`config.mk`:
```
export PLATFORM = sky130hd
export DESIGN_NAME = sr_stream_driver
export DESIGN_NICKNAME = d
export VERILOG_FILES = /design/src/rtl/sr_stream_driver.sv
export SDC_FILE = /design/constraint.sdc
export NUM_CORES = 1
export LEC_CHECK = 0
export CORE_MARGIN = 2
export CORE_UTILIZATION = 49
export CTS_CLUSTER_DIAMETER = 50
export DETAILED_ROUTE_END_ITERATION = 8
export PLACE_DENSITY = 0.84
export SLEW_MARGIN = 0
export SYNTH_ARGS = -nofsm -noshare
export SYNTH_HDL_FRONTEND = slang
export SYNTH_SLANG_ARGS = --single-unit
```
`constraint.sdc`:
```
create_clock -name clk -period 2.3 [get_ports clk]
set_input_delay 0.575 -clock clk [delete_from_list [all_inputs] [get_ports clk]]
set_output_delay 0.575 -clock clk [all_outputs]
set_load 0.005 [all_outputs]
```
`src/rtl/sr_stream_driver.sv`:
```
// Purpose: replay a parallel word bit-serially as {S,R} commands to a downstream SR flop, verifying each bit via q readback.
// Latency: 3 cycles per bit (DRIVE, SETTLE, CHECK); done pulses in the cycle after edge accept+3*WIDTH.
// Backpressure: in_ready is high only in IDLE; in_valid is ignored while a word is being replayed.
module sr_stream_driver #(
  parameter int WIDTH     = 8,
  parameter int MSB_FIRST = 1
) (
  input  logic                         clk,
  input  logic                         rst,
  input  logic                         in_valid,
  output logic                         in_ready,
  input  logic [WIDTH-1:0]             in_data,
  output logic [1:0]                   sr,
  input  logic                         q_fb,
  output logic                         busy,
  output logic                         done,
  output logic                         err,
  output logic [$clog2(WIDTH+1)-1:0]   cmd_count
);

  localparam int CW = $clog2(WIDTH + 1);
  localparam int IW = $clog2(WIDTH);

  localparam logic [1:0] SR_HOLD  = 2'b00;
  localparam logic [1:0] SR_SET   = 2'b10;
  localparam logic [1:0] SR_RESET = 2'b01;

  typedef enum logic [2:0] {
    ST_IDLE,
    ST_DRIVE,
    ST_SETTLE,
    ST_CHECK,
    ST_DONE
  } state_t;

  state_t           state_q, state_d;
  logic [1:0]       sr_q, sr_d;
  logic [WIDTH-1:0] shreg_q, shreg_d;
  logic [IW-1:0]    idx_q, idx_d;
  logic             err_q, err_d;
  logic [CW-1:0]    cnt_q, cnt_d;
  logic             head;

  // Bit currently being replayed: the end of the shift register selected by MSB_FIRST.
  assign head = (MSB_FIRST != 0) ? shreg_q[WIDTH-1] : shreg_q[0];

  // State and datapath registers; reset abandons any word in flight.
  always_ff @(posedge clk or posedge rst) begin
    if (rst) begin
      state_q <= ST_IDLE;
      sr_q    <= SR_HOLD;
      shreg_q <= '0;
      idx_q   <= '0;
      err_q   <= 1'b0;
      cnt_q   <= '0;
    end else begin
      state_q <= state_d;
      sr_q    <= sr_d;
      shreg_q <= shreg_d;
      idx_q   <= idx_d;
      err_q   <= err_d;
      cnt_q   <= cnt_d;
    end
  end

  // Next-state and command selection; sr defaults to hold so only DRIVE can emit set/reset.
  always_comb begin
    state_d = state_q;
    sr_d    = SR_HOLD;
    shreg_d = shreg_q;
    idx_d   = idx_q;
    err_d   = err_q;
    cnt_d   = cnt_q;
    case (state_q)
      ST_IDLE: begin
        if (in_valid) begin
          shreg_d = in_data;
          idx_d   = '0;
          err_d   = 1'b0;
          cnt_d   = '0;
          state_d = ST_DRIVE;
        end
      end
      ST_DRIVE: begin
        // An unknown readback falls to the else branch, so the explicit command is issued.
        if (q_fb == head) begin
          sr_d = SR_HOLD;
        end else begin
          sr_d = head ? SR_SET : SR_RESET;
          if (cnt_q != CW'(WIDTH)) begin
            cnt_d = cnt_q + CW'(1);
          end
        end
        state_d = ST_SETTLE;
      end
      ST_SETTLE: begin
        state_d = ST_CHECK;
      end
      ST_CHECK: begin
        // An unknown readback is treated as a mismatch.
        if (q_fb == head) begin
          err_d = err_q;
        end else begin
          err_d = 1'b1;
        end
        shreg_d = (MSB_FIRST != 0) ? (shreg_q << 1) : (shreg_q >> 1);
        if (idx_q == IW'(WIDTH - 1)) begin
          idx_d   = '0;
          state_d = ST_DONE;
        end else begin
          idx_d   = idx_q + IW'(1);
          state_d = ST_DRIVE;
        end
      end
      ST_DONE: begin
        state_d = ST_IDLE;
      end
      default: begin
        state_d = ST_IDLE;
      end
    endcase
  end

  assign in_ready  = (state_q == ST_IDLE);
  assign busy      = (state_q != ST_IDLE);
  assign done      = (state_q == ST_DONE);
  assign sr        = sr_q;
  assign err       = err_q;
  assign cmd_count = cnt_q;

endmodule
```
Word-level counts from Yosys, hierarchy flattened:

Index checks and enable logic that the tools add are counted.

* add/subtract/negate cells: 2
* equality and inequality tests: 11
* mux-type cells: 18
* reductions and logical operators: 7

Operators by type and width (number)
* case mux 8 bit (2 select lines): 1
* two-way mux 3 bit: 4
* two-way mux 4 bit: 3
* case mux 3 bit (4 select lines): 1
* two-way mux 8 bit: 1
* inequality test 2 bit, second input constant: 4
* case mux 4 bit (2 select lines): 1
* equality test 3 x 2 -> 1 bit, second input constant: 2
* equality test 3 bit, second input constant: 2
* two-way mux 2 bit: 3
* case mux 3 bit (2 select lines): 1
* adder 4 x 1 -> 4 bit, second input constant: 1
* inequality test 4 bit, second input constant: 1
* AND reduction 4 bit: 1
* nonzero test 2 bit: 2
* adder 3 x 1 -> 3 bit, second input constant: 1
* equality test 3 x 1 -> 1 bit, second input constant: 1
* zero test 3 bit: 1
* AND reduction 3 bit: 1
* nonzero test 3 bit: 1
* two-way mux 1 bit: 2
* case mux 1 bit (2 select lines): 1
* AND reduction 2 bit: 1
* equality test 1 bit: 1

* bits in registers: 21
* output and inout port bits: 10
* logic and storage cells: 44

Logic depth before layout (Yosys ltp):

Gate-level depths: netlist of run 1.

* word-level depth: 4
* depth in mapped cells: 5
* gate-level depth less buffers: 5

Worst setup path after synthesis of run 1:

OpenSTA, ideal clock, no wires.

* kind: input to register
* from: input port q_fb
* to: register cnt_q[1], in the netlist cmd_count[1]
* setup time: 0.125 ns
* data arrival time: 1.875 ns
* setup slack: 0.300 ns
* stages on the path: 5
* buffers on the path: 0
* path through: inv_1 ha_1 or4b_4 o21bai_4 mux2_4

* word-level cells in the longest chain between the ends: 3

Ends and longest elaborated chain
* start, declared: RTL line 14 `input logic q_fb,`
* equality test 1 bit: RTL line 86 `if (q_fb == head) begin`
* inequality test 2 bit (no line)
* AND reduction 4 bit (no line)
* end signal, assigned: RTL line 62 `cnt_q <= cnt_d;`
* end, declared: RTL line 41 `logic [CW-1:0] cnt_q, cnt_d;`

Every way passes these cells.
A chain may end at the register's enable or synchronous reset.

Worst setup path in the final report of run 1:

* from: register state_q[2]
* to: output port in_ready

* word-level cells in the longest chain between the ends: 1

Ends and longest elaborated chain
* start, declared: RTL line 36 `state_t state_q, state_d;`
* start signal, assigned: RTL line 57 `state_q <= state_d;`
* zero test 3 bit: RTL line 124 `assign in_ready = (state_q == ST_IDLE);`
* end, declared: RTL line 11 `output logic in_ready,`

Every way passes these cells.

==> results of run 1 <==
[routing by layer]
layer | part of all wire, % | up-vias | GRT usage, %
met4 | 2.9 | 0 | 10.4
li1 | - | 407 | -
met1 | 43 | 399 | 22.0
met5 | 0 | - | 0
met2 | 52 | 20 | 32.2
met3 | 2.8 | 4 | 3.57
[kinds of logic after synthesis]
kind of cell / share of synthesized area (%)
and+or+nand+nor: 22.4
DFF: 49.7
AOI/OAI and AO/OA: 12.3
buffers and inverters: 5.33
adders and majority gates: 7.10
muxes: 2.37
xor gates and xnor gates: 0.829
[registers in the layout, indices dropped and copies added, names as in the netlist]
register	flops
err	1
state_q	3
idx_q	3
shreg_q	8
sr	2
cmd_count	4
[final timing paths]
path | cells past startpoint | endpoint | slack, ns
min in group asynchronous | 3 | idx_q[0] | 0.56
max in group asynchronous | 3 | sr[0] | 1.52
worst min register to register | 2 | shreg_q[6] | 0.52
worst min-delay path | 2 | shreg_q[6] | 0.52
worst max-delay path | 3 | in_ready | 0.06
worst max register to register | 4 | cmd_count[1] | 0.52
[cell type report]
type / instances / area [sq um] / share of cell area (%)
sequential: 21 / 526 / 38.6
clock inverter: 1 / 5.00 / 0.368
tap: 27 / 33.8 / 2.48
multi-input combinational: 67 / 480 / 35.3
timing repair buffer: 29 / 270 / 19.9
inverter: 6 / 22.5 / 1.66
clock buffer: 3 / 22.5 / 1.66
[report_power, final]
part / internal [uW] / leakage (uW) / switching [uW]
sequential: 529 / 0.000255 / 119
clock: 65.2 / 0.0000177 / 120
combinational: 446 / 0.000359 / 396
total: 1040 / 0.000631 / 635
[cells in the mapped netlist (2+ instances only)]
cell type and n:
sky130_fd_sc_hd__nand2_1 4, sky130_fd_sc_hd__nor2_1 11, sky130_fd_sc_hd__inv_1 6, sky130_fd_sc_hd__nand3_1 3, sky130_fd_sc_hd__or3_1 2, sky130_fd_sc_hd__clkbuf_1 3
sky130_fd_sc_hd__nor3_1 7, sky130_fd_sc_hd__a21oi_1 4, sky130_fd_sc_hd__and3_1 2, sky130_fd_sc_hd__o22ai_1 7, sky130_fd_sc_hd__dfrtp_1 21, sky130_fd_sc_hd__a22o_1 4
sky130_fd_sc_hd__buf_6 2, sky130_fd_sc_hd__ha_1 6, sky130_fd_sc_hd__nor2b_1 2
[tightest hold or removal path: stages (launching register included)]
cell,delay (ns)
sky130_fd_sc_hd__dfrtp_1,0.36
sky130_fd_sc_hd__nor3_1,0.05
sky130_fd_sc_hd__nor2_1,0.07
[stage by stage]
step	std cells	power (uW)
2_1_floorplan	99	1180
3_3_place_gp	150	1440
3_5_place_dp	150	1490
4_1_cts	154	1680
5_1_grt	154	1810
6_report	154	1680
==> summary.md, run 1 <==
| Metric | Value |
|---|---|
| Classification of the worst-slack hold path | flip-flop to flip-flop |
| Hold bufs inserted after CTS | 0 |
| Pins over their slew limit | 0 |
| Routed wire length | approximately 2.1 mm |
| Setup repair after global routing missed its margin | no |
| Cell with the largest stage delay on the worst path | sky130_fd_sc_hd__clkdlybuf4s50_1 |
| Share of the clock period used by the worst path after layout | 97.6% |
| Crit path setup slack, layout | 0.0558 ns |
| Final GP Congestion | 0.732 |
| Layout fillers | roughly 160 |
| Max frequency | 446 MHz |
| Detail Route Antenna Nets | 0 |
| DRC Markers | 0 |
| Number of search-and-repair iterations in the first detailed-routing pass | 2 |
| Wire length per cell after detailed routing | 13.6 um |
| Maximum count of clock buffers along a single path | 2 |
| Pin count of the biggest net entering global routing | 22 |
| WP data arrival | between 1.5 and 2 ns |
| Number of failing hold endpoints at the final stage | 0 |
| Hpwl dp | 1.54 mm |
| Layout area overhead | 28.6% |
| Area share of the leading cell type in the synthesized netlist | 49.7% |
| Top library cells by usage in the layout, fill and taps aside | 21 x sky130_fd_sc_hd__dfrtp_1, 21 x sky130_fd_sc_hd__clkdlybuf4s50_1, 11 x sky130_fd_sc_hd__nor2_1 |
| Number of setup violations in the final report | 0 |
| Clock latency at the later pin of the worst-skew pair | 0.32 ns |
| Post-synth net total | 117 |
| Share of layout cells above drive strength 1 | 13.4% |
| Final core utilization | 67.9% |
| Startpoint class of the critical path | flip-flop |
| Worst-margin pin slew | between 0.3 and 0.4 ns |
| Number of library cell types mapped by synthesis | 30 |
| Fin Clk Skew | 0.00465 ns |
| Source of the worst register-to-register timing path | shreg_q[7] |
| Number of violations of the max-capacitance limit | 0 |
| Clock slew seen by the registers of the worst setup and hold paths | 0.12 ns |
| Number of top-level pins | 22 |
| Synthesized area per cell | 10.7 sq um |
| Shortest clock period the worst path allows after layout | 2.24 ns |
| Standard-cell row count | 16 |
| Crit path required time | about 1.7 ns |
| Worst hold margin | 0.522 ns |
| Placed cell areas | 0.00133 sq mm |
| Post-Route Setup TNS | 0 ns |
| DR iter-0 viols | 3 |
| Final-stage net count | 146 |
| CTS sink cnt | 21 |
| Result of the run | finished clean |
| Power density over the cells | between 1000 and 1500 mW/mm^2 |
| Number of buffer cells added on primary ports | 21 |
| Number of gates resized after cts | 0 |
| Number of antenna violations at the first check in global routing | 0 |
| Number of synthesized flops with an enable pin | 0 |
| Worst supply voltage drop on vdd | slightly above 0.0007 V |
| Dominant delay contributor by cell family on the critical path | buffers and inverters |
| Synth area leaders | sky130_fd_sc_hd__dfrtp_1 50%, sky130_fd_sc_hd__ha_1 7.1%, sky130_fd_sc_hd__o22ai_1 4.1% |
| Clk Tree Root Cell | sky130_fd_sc_hd__clkbuf_4 |
| Antenna cell count | 0 |
| Total routing resource utilization after global routing | 18.8% |
| Number of clock buffers inserted by TritonCTS | 3 |
| Hold Crit Start | shreg_q[6] |
| List of cells traversed by the critical path | or3_4 > inv_1 > clkdlybuf4s50_1 |
| CTS tree | built |
| Start point of the critical path | state_q[2] |
| DIE WIDTH | approximately 50 um |
| Seq/Total Area, Yosys | 49.7% |
| Synth Flop Type | sky130_fd_sc_hd__dfrtp_1 |
| Delay of the slowest cell on the worst path | 0.48 ns |
| Synthesized instance count | 99 |
| Area leader, netlist | sky130_fd_sc_hd__dfrtp_1 |
| Synthesis-stage register bit count | 21 |
| Post-synth design cell area | 0.00106 sq mm |
| Area of the core region | between 0.002 and 0.0025 sq mm |
| Relative slew slack | approximately 74% |
| First-pass GRT wire length | 3.53 mm |
| Vias post-DR | 830 |
| Initial Util | a little over half |
| Worst setup timing slack at the placement stage | -0.219 ns |
| Floorplan die area | 0.00255 sq mm |
| Type of the worst setup path | flip-flop to primary output |
| Remaining global-route overflow | 0 |
| Number of H-tree levels | 1 |
| Maximum fanout along the worst path | 2 |
| Final non-filler cell area | 0.00136 sq mm |
| Post-CTS setup buffer count | 0 |
| Die H | 50.5 um |
| Via count of the first global-routing pass | 820 |
| Leakage power | 0.000631 uW |
| Synth warn | 0 |
| Detailed-route vias per instance | roughly 5.4 |
| Share of synthesized flip-flops with an asynchronous set or reset | 100% |
| Total buffers and inverters traversed by the critical path | 2 |
| Worst Setup End Kind | primary output |
Power figures use the tool's default switching activity.
==> run 2, diff against run 1 <==
- CAP_MARGIN: not set -> 20
==> results of run 2 <==
Final layout, timing and power as in run 1 (identical DEF).
